--- src/rtl/fetch_ctrl.sv ---
// Instruction-fetch control: owns the fetch PC, tracks the D-stage PC, holds the
// D instruction across stalls and delays the hazard flags by one cycle.
module fetch_ctrl #(
  parameter logic [31:0] RESET_PC = 32'h0000_0000,
  parameter logic [31:0] KILL_PC  = 32'h1000_0000
) (
  input  logic        clk,
  input  logic        rst_n,
  input  logic        stall,
  input  logic        flush,
  input  logic        pc_src,
  input  logic [31:0] pc_target,
  input  logic [31:0] imem_rdata,
  output logic [31:0] imem_addr,
  output logic [31:0] pc_f,
  output logic [31:0] pc_d,
  output logic [31:0] pc_plus4_d,
  output logic [31:0] inst_tmp_1d,
  output logic        flush_1d,
  output logic        stall_1d
);

  localparam int unsigned XLEN    = 32;
  localparam logic [XLEN-1:0] PC_STEP = XLEN'(4);

  typedef enum logic {
    BOOT = 1'b0,
    RUN  = 1'b1
  } state_e;

  state_e            state_q, state_d;
  logic [XLEN-1:0]   pc_f_q, pc_f_d;
  logic [XLEN-1:0]   pc_d_q, pc_d_d;
  logic [XLEN-1:0]   pc_plus4_q, pc_plus4_d_d;
  logic [XLEN-1:0]   inst_tmp_q, inst_tmp_d;
  logic              flush_1d_q, flush_1d_d;
  logic              stall_1d_q, stall_1d_d;

  // State and datapath registers; reset has priority over every input.
  always_ff @(posedge clk) begin
    if (!rst_n) begin
      state_q    <= BOOT;
      pc_f_q     <= RESET_PC;
      pc_d_q     <= KILL_PC;
      pc_plus4_q <= XLEN'(KILL_PC + PC_STEP);
      inst_tmp_q <= '0;
      flush_1d_q <= 1'b0;
      stall_1d_q <= 1'b0;
    end else begin
      state_q    <= state_d;
      pc_f_q     <= pc_f_d;
      pc_d_q     <= pc_d_d;
      pc_plus4_q <= pc_plus4_d_d;
      inst_tmp_q <= inst_tmp_d;
      flush_1d_q <= flush_1d_d;
      stall_1d_q <= stall_1d_d;
    end
  end

  // Next-state and datapath update.
  always_comb begin
    state_d      = state_q;
    pc_f_d       = pc_f_q;
    pc_d_d       = pc_d_q;
    pc_plus4_d_d = pc_plus4_q;
    inst_tmp_d   = inst_tmp_q;
    flush_1d_d   = 1'b0;
    stall_1d_d   = 1'b0;

    unique case (state_q)
      BOOT: begin
        // imem is capturing RESET_PC on this edge, so D gets RESET_PC next.
        state_d      = RUN;
        pc_d_d       = RESET_PC;
        pc_plus4_d_d = XLEN'(RESET_PC + PC_STEP);
        pc_f_d       = XLEN'(RESET_PC + PC_STEP);
      end
      RUN: begin
        flush_1d_d = flush;
        stall_1d_d = stall;

        if (pc_src) begin
          pc_f_d = pc_target;
        end else if (!stall) begin
          pc_f_d = XLEN'(pc_f_q + PC_STEP);
        end

        // pc_d follows whatever address imem is returning data for.
        if (!stall || pc_src) begin
          pc_d_d       = pc_f_q;
          pc_plus4_d_d = XLEN'(pc_f_q + PC_STEP);
        end

        // Snapshot D's instruction before imem re-reads the held F address.
        if (stall && !stall_1d_q) begin
          inst_tmp_d = imem_rdata;
        end
      end
      default: begin
        state_d = BOOT;
      end
    endcase
  end

  assign imem_addr   = pc_f_q;
  assign pc_f        = pc_f_q;
  assign pc_d        = pc_d_q;
  assign pc_plus4_d  = pc_plus4_q;
  assign inst_tmp_1d = inst_tmp_q;
  assign flush_1d    = flush_1d_q;
  assign stall_1d    = stall_1d_q;

endmodule

--- config.mk ---
export PLATFORM = sky130hd
export DESIGN_NAME = fetch_ctrl
export DESIGN_NICKNAME = d
export VERILOG_FILES = /design/src/rtl/fetch_ctrl.sv
export SDC_FILE = /design/constraint.sdc
export NUM_CORES = 1
export LEC_CHECK = 0
export CORE_MARGIN = 1.5
export CORE_UTILIZATION = 45
export DETAILED_ROUTE_END_ITERATION = 8
export HOLD_SLACK_MARGIN = 0.02
export PLACE_DENSITY_LB_ADDON = 0.12
export SYNTH_ARGS = -nofsm -noshare
export SYNTH_HDL_FRONTEND = slang
export SYNTH_SLANG_ARGS = --single-unit
--- constraint.sdc ---
create_clock -name clk -period 4.6 [get_ports clk]
set_input_delay 0.46 -clock clk [delete_from_list [all_inputs] [get_ports clk]]
set_output_delay 0.46 -clock clk [all_outputs]
set_load 0.05 [all_outputs]
# Word level (Yosys, flattened, before mapping)
# Cells that the tools add are included.
dict set report totals {
  wordCells 25
  romBits 0
  reg_bits 131
  output_inout_bits 162
  mem_bits_rw 0
  in_bits 69
  latch_bits 0
  memories 0
}
dict set report classes {
  n_div 0
  n_eq_ne 2
  muxes 8
  shifts 0
  bitwise_logic 1
  addsub 1
  n_reduce_logical 6
  mul 0
  n_lt_le_gt_ge 0
}
# operator n
set ops {}
lappend ops {{32-bit case mux with 2 select lines} 3}
lappend ops {{32-bit 2-to-1 mux} 4}
lappend ops {{32-bit by 3-bit adder with 32-bit output, second input constant} 1}
lappend ops {{2-bit AND reduction} 2}
lappend ops {{3-bit inequality test, second input constant} 1}
lappend ops {{1-bit zero test} 2}
lappend ops {{2-bit by 1-bit inequality test with 1-bit output, second input constant} 1}
lappend ops {{1-bit logical AND} 1}
lappend ops {{1-bit logical OR} 1}
lappend ops {{1-bit 2-to-1 mux} 1}
lappend ops {{1-bit inverter} 1}

# Depth between registers and ports, before layout
dict set report depth {
  word_depth 4
  depth_mapped 8
  depth_no_buf 6
}

# Least setup slack after synthesis
# Ideal clock, no wire load.
dict set report synth_timing {
  kind {register to register}
  startpoint {reg pc_f_q[2] (netlist: imem_addr[2])}
  endpoint {reg pc_f_q[22] (netlist: imem_addr[22])}
  stages_incl_launch_ff 7
  n_path_buf 0
  t_arrival_ps 2238
  slack_ps 2247
  setup_ps 115
  synth_period_minus_slack_ps 2353
  t_required_ps 4485
  cell_sequence {dfxtp_1 ha_1 nand4_1 nor4_1 nand3_1 xnor2_1 o21ba_2}
}
dict set report synth_via {
  elab_chain_len 4
}
# item line
set synth_rtl {}
lappend synth_rtl {{start, declared} 32} ;# logic [XLEN-1:0] pc_f_q, pc_f_d;
lappend synth_rtl {{start signal, assigned} 51} ;# pc_f_q <= pc_f_d;
lappend synth_rtl {{32-bit by 3-bit adder with 32-bit output} 85} ;# pc_f_d = XLEN'(pc_f_q + PC_STEP);
lappend synth_rtl {{32-bit 2-to-1 mux} 84} ;# end else if (!stall) begin
lappend synth_rtl {{32-bit 2-to-1 mux} 82} ;# if (pc_src) begin
lappend synth_rtl {{32-bit case mux with 2 select lines} 70} ;# unique case (state_q)
# No other way between the ends. The select of a mux whose other input is x is not followed.
# A chain may end at the register's enable or synchronous reset.

# Final worst setup path
dict set report layout_timing {
  startpoint {in stall}
  endpoint {reg pc_f_q[8] (netlist: imem_addr[8])}
}
dict set report layout_via {
  elab_chain_len 1
}
# item line
set layout_rtl {}
lappend layout_rtl {{start, declared} 9} ;# input logic stall,
lappend layout_rtl {{3-bit inequality test (no line)} --}
# No other way between the ends.

==> impl_metrics.py <==
metrics = {
    "status": {
        "status": "complete, no violations",
    },
    "clock_tree": {
        "root_buffer": "clkbuf_16",
        "cts_setup_buffers": 0,
        "clockBufferDepth": 2,
        "cts_tree": "yes",
        "cts.sinks": 129,
        "cts_resized": 0,
        "path_clk_slew_ns": 0.06,
        "htreeDepth": 4,
        "cts_hold_buf": 0,
        "numCtsBuffers": 17,
        "clk_latency_ns": 0.42,
    },
    "power_and_ir_drop": {
        "vdd_drop_max_mv": 0.2416,
        "finalPower_mw": 2.941,
        "p_leak_nw": 2.918,
        "powerDensity_nw_per_um2": 360.0,
    },
    "finish": {
        "n_antenna_cell": 0,
        "fillerInstances": 1012,
        "multiInputGateArea_um2": 2475,
        "drive_above_1_share_pct": 5.528,
        "area.growth.synth_to_final_pct": 48.49,
        "seq_area_um2": 2582,
        "fin_nets": 871,
    },
    "yosys": {
        "synth_top_area_cell": "dfxtp_1",
        "ys_top_cells_by_count": "129 x dfxtp_1, 111 x nand2_1, 61 x o21ai_0",
        "synthTopCellsByArea": "dfxtp_1 47%, nand2_1 7.6%, o21ai_0 5.5%, a22o_1 5.1%, buf_4 4.8%",
        "netlist_area_um2": 5502,
        "synth_most_common_cell": "dfxtp_1",
        "ys_warn_count": 0,
        "yosys_register_bits": 129,
        "muxShareOfSynthArea_pct": 0.5458,
        "ys_async_sr_fraction_pct": 0,
        "synth_top_family_by_area": "compound AO/OA/AOI/OAI gates",
        "synth_xor_area_share_pct": 7.005,
        "synth_cell_types": 40,
        "synth_edf_count": 0,
        "synth_top_area_share_pct": 46.94,
        "synth_fp_nets": 699,
        "syn_avg_cell_area_um2": 8.746,
        "synthSimpleGateAreaFrac_pct": 17.40,
        "synth_compound_area_share_pct": 19.60,
        "yosysSeqAreaShare_pct": 46.94,
        "synth_ff_type": "dfxtp_1",
        "synthCells": 629,
        "synth_fa_ha_area_share_pct": 0.2274,
    },
    "timing": {
        "finalWorstPathRequiredPeriod_ns": 2.779,
        "max_freq_mhz": 359.9,
        "fin_tns_setup_ns": 0,
        "slew_headroom_pct": 13.26,
        "min_period_over_period_pct": 60.41,
        "finalMaxSlewViolations": 0,
        "setup_viol": 0,
        "clock_skew_ns": 0.009228,
        "finalHoldViolCount": 0,
        "worstMarginPinSlew_ns": 1.301,
        "rsz0062_at_grt": "no",
    },
    "place": {
        "io_buffers": 230,
        "gp_congestion": 0.8064,
        "dpl.hpwl_mm": 10.76,
    },
    "global_routing": {
        "grt_first_pass_wirelength_mm": 25.04,
        "antenna_found_initial": 0,
        "grt_max_degree": 69,
        "grt_usage_pct": 24.73,
        "overflow": 0,
        "first_global_vias": 4950,
    },
    "routing": {
        "firstDrtPassIters": 4,
        "detail_route.wl_per_cell_um": 16.51,
        "ant_nets": 0,
        "drc_errors": 0,
        "drtIter0Drc": 270,
        "routed_wl_mm": 15.87,
        "vias": 5119,
        "routed_via_density": 5.327,
    },
    "worst_setup_path": {
        "crit_slowest_cell": "and2_2",
        "crit_fanout": 68,
        "critPathTopFamily": "simple AND/OR/NAND/NOR gates",
        "path_common_cell": "o21ai_0",
        "cp-start-kind": "input port",
        "cpPeakStageDelay_ns": 1.04,
        "critPathBufInv": 1,
        "required_ns": 4.93,
        "arrival_ns": 3.11,
        "crit_path_end_kind": "flop",
        "crit_type": "in2reg",
        "path_cells": "clkdlybuf4s50_1 -> nand2_1 -> nor2_1 -> and2_2 -> o21ai_0 -> o21ai_0",
        "crit_start": "stall",
        "rr_startpoint": "imem_addr[17]",
    },
    "floorplan": {
        "pin_count": 231,
        "die_w_um": 113.6,
        "die_area_um2": 12900,
        "die_h_um": 113.6,
        "initial_core_util_pct": 45.99,
        "core_area_um2": 11960,
        "rows": 40,
    },
    "min_path": {
        "hp-start": "pc_plus4_d[22]",
        "hold_path_class": "reg2reg",
    },
    "flow_run": {
        "max-cap-violations": 0,
    },
}
## power breakdown
group | internal, mW | switching (mW)
sequential | 1.15 | 0.0391
combinational | 0.156 | 0.250
clock | 0.860 | 0.484
total | 2.17 | 0.773
## layout make-up
type / instances / area share (%)
sequential: 129 / 31.61
multi-input combinational: 416 / 30.30
timing repair buffer: 233 / 28.46
clock buffer: 21 / 5.514
tap: 147 / 2.251
clock inverter: 11 / 1.685
inverter: 4 / 0.1838
## cells in the final DEF (no fill, tap or decap), drive strengths merged, types with 19 or more instances in the layout
cell type	n
clkbuf	21
a21boi	33
nand2	111
a22o	32
a21oi	23
nor2	22
dfxtp	129
clkdlybuf4s50	230
o21ai	63
nand3	19
xor2	28
## per-layer routing
layer | wire, um | GRT usage (%)
met1 | 6816 | 29.94
met2 | 7763 | 42.57
met3 | 1022 | 6.482
met4 | 267 | 8.667
met5 | 0 | 0
## per-stage QoR
step / hold slack [ns] / utilization [%] / setup slack [ns] / instance area [um^2] / std cells
final: 0.4517 / 68.29 / 1.821 / 8169 / 961
after global routing: 0.4824 / 68.29 / 1.494 / 8169 / 961
after CTS: 0.4554 / 68.29 / 1.784 / 8169 / 961
after detailed placement: 0.4428 / 63.38 / 1.356 / 7581 / 929
after global placement: 0.4366 / 63.38 / 1.480 / 7581 / 929
after floorplan: 0.4877 / - / 2.247 / 5502 / 629
## worst min-delay path: cells and delay by family, from the launching register on
| family | cells | cell delay (ns) |
|---|---|---|
| AND/OR/NAND/NOR | 1 | 0.04 |
| AO/OA/AOI/OAI | 1 | 0.05 |
| flip-flops | 1 | 0.32 |
## cells by family after synthesis
group           count (synthesis)
compound gates                166
xor+xnor                       44
fa+ha+maj                       1
buf+inv                        84
flops                         129
mux                             3
simple gates                  202
## worst paths after layout
kind,end,slack (ns),depth (start not counted)
worst max-delay path,imem_addr[8],1.82,6
worst min-delay path,pc_plus4_d[22],0.45,2
worst max register to register,imem_addr[28],2.00,5
worst min register to register,pc_plus4_d[22],0.45,2
## flip-flops by register name (all words and copies together), names as in the netlist
signal,count
imem_addr,32
inst_tmp_1d,32
pc_d,32
pc_plus4_d,30
flush_1d,1
stall_1d,1
state_q,1
(Power assumes the default switching activity.)
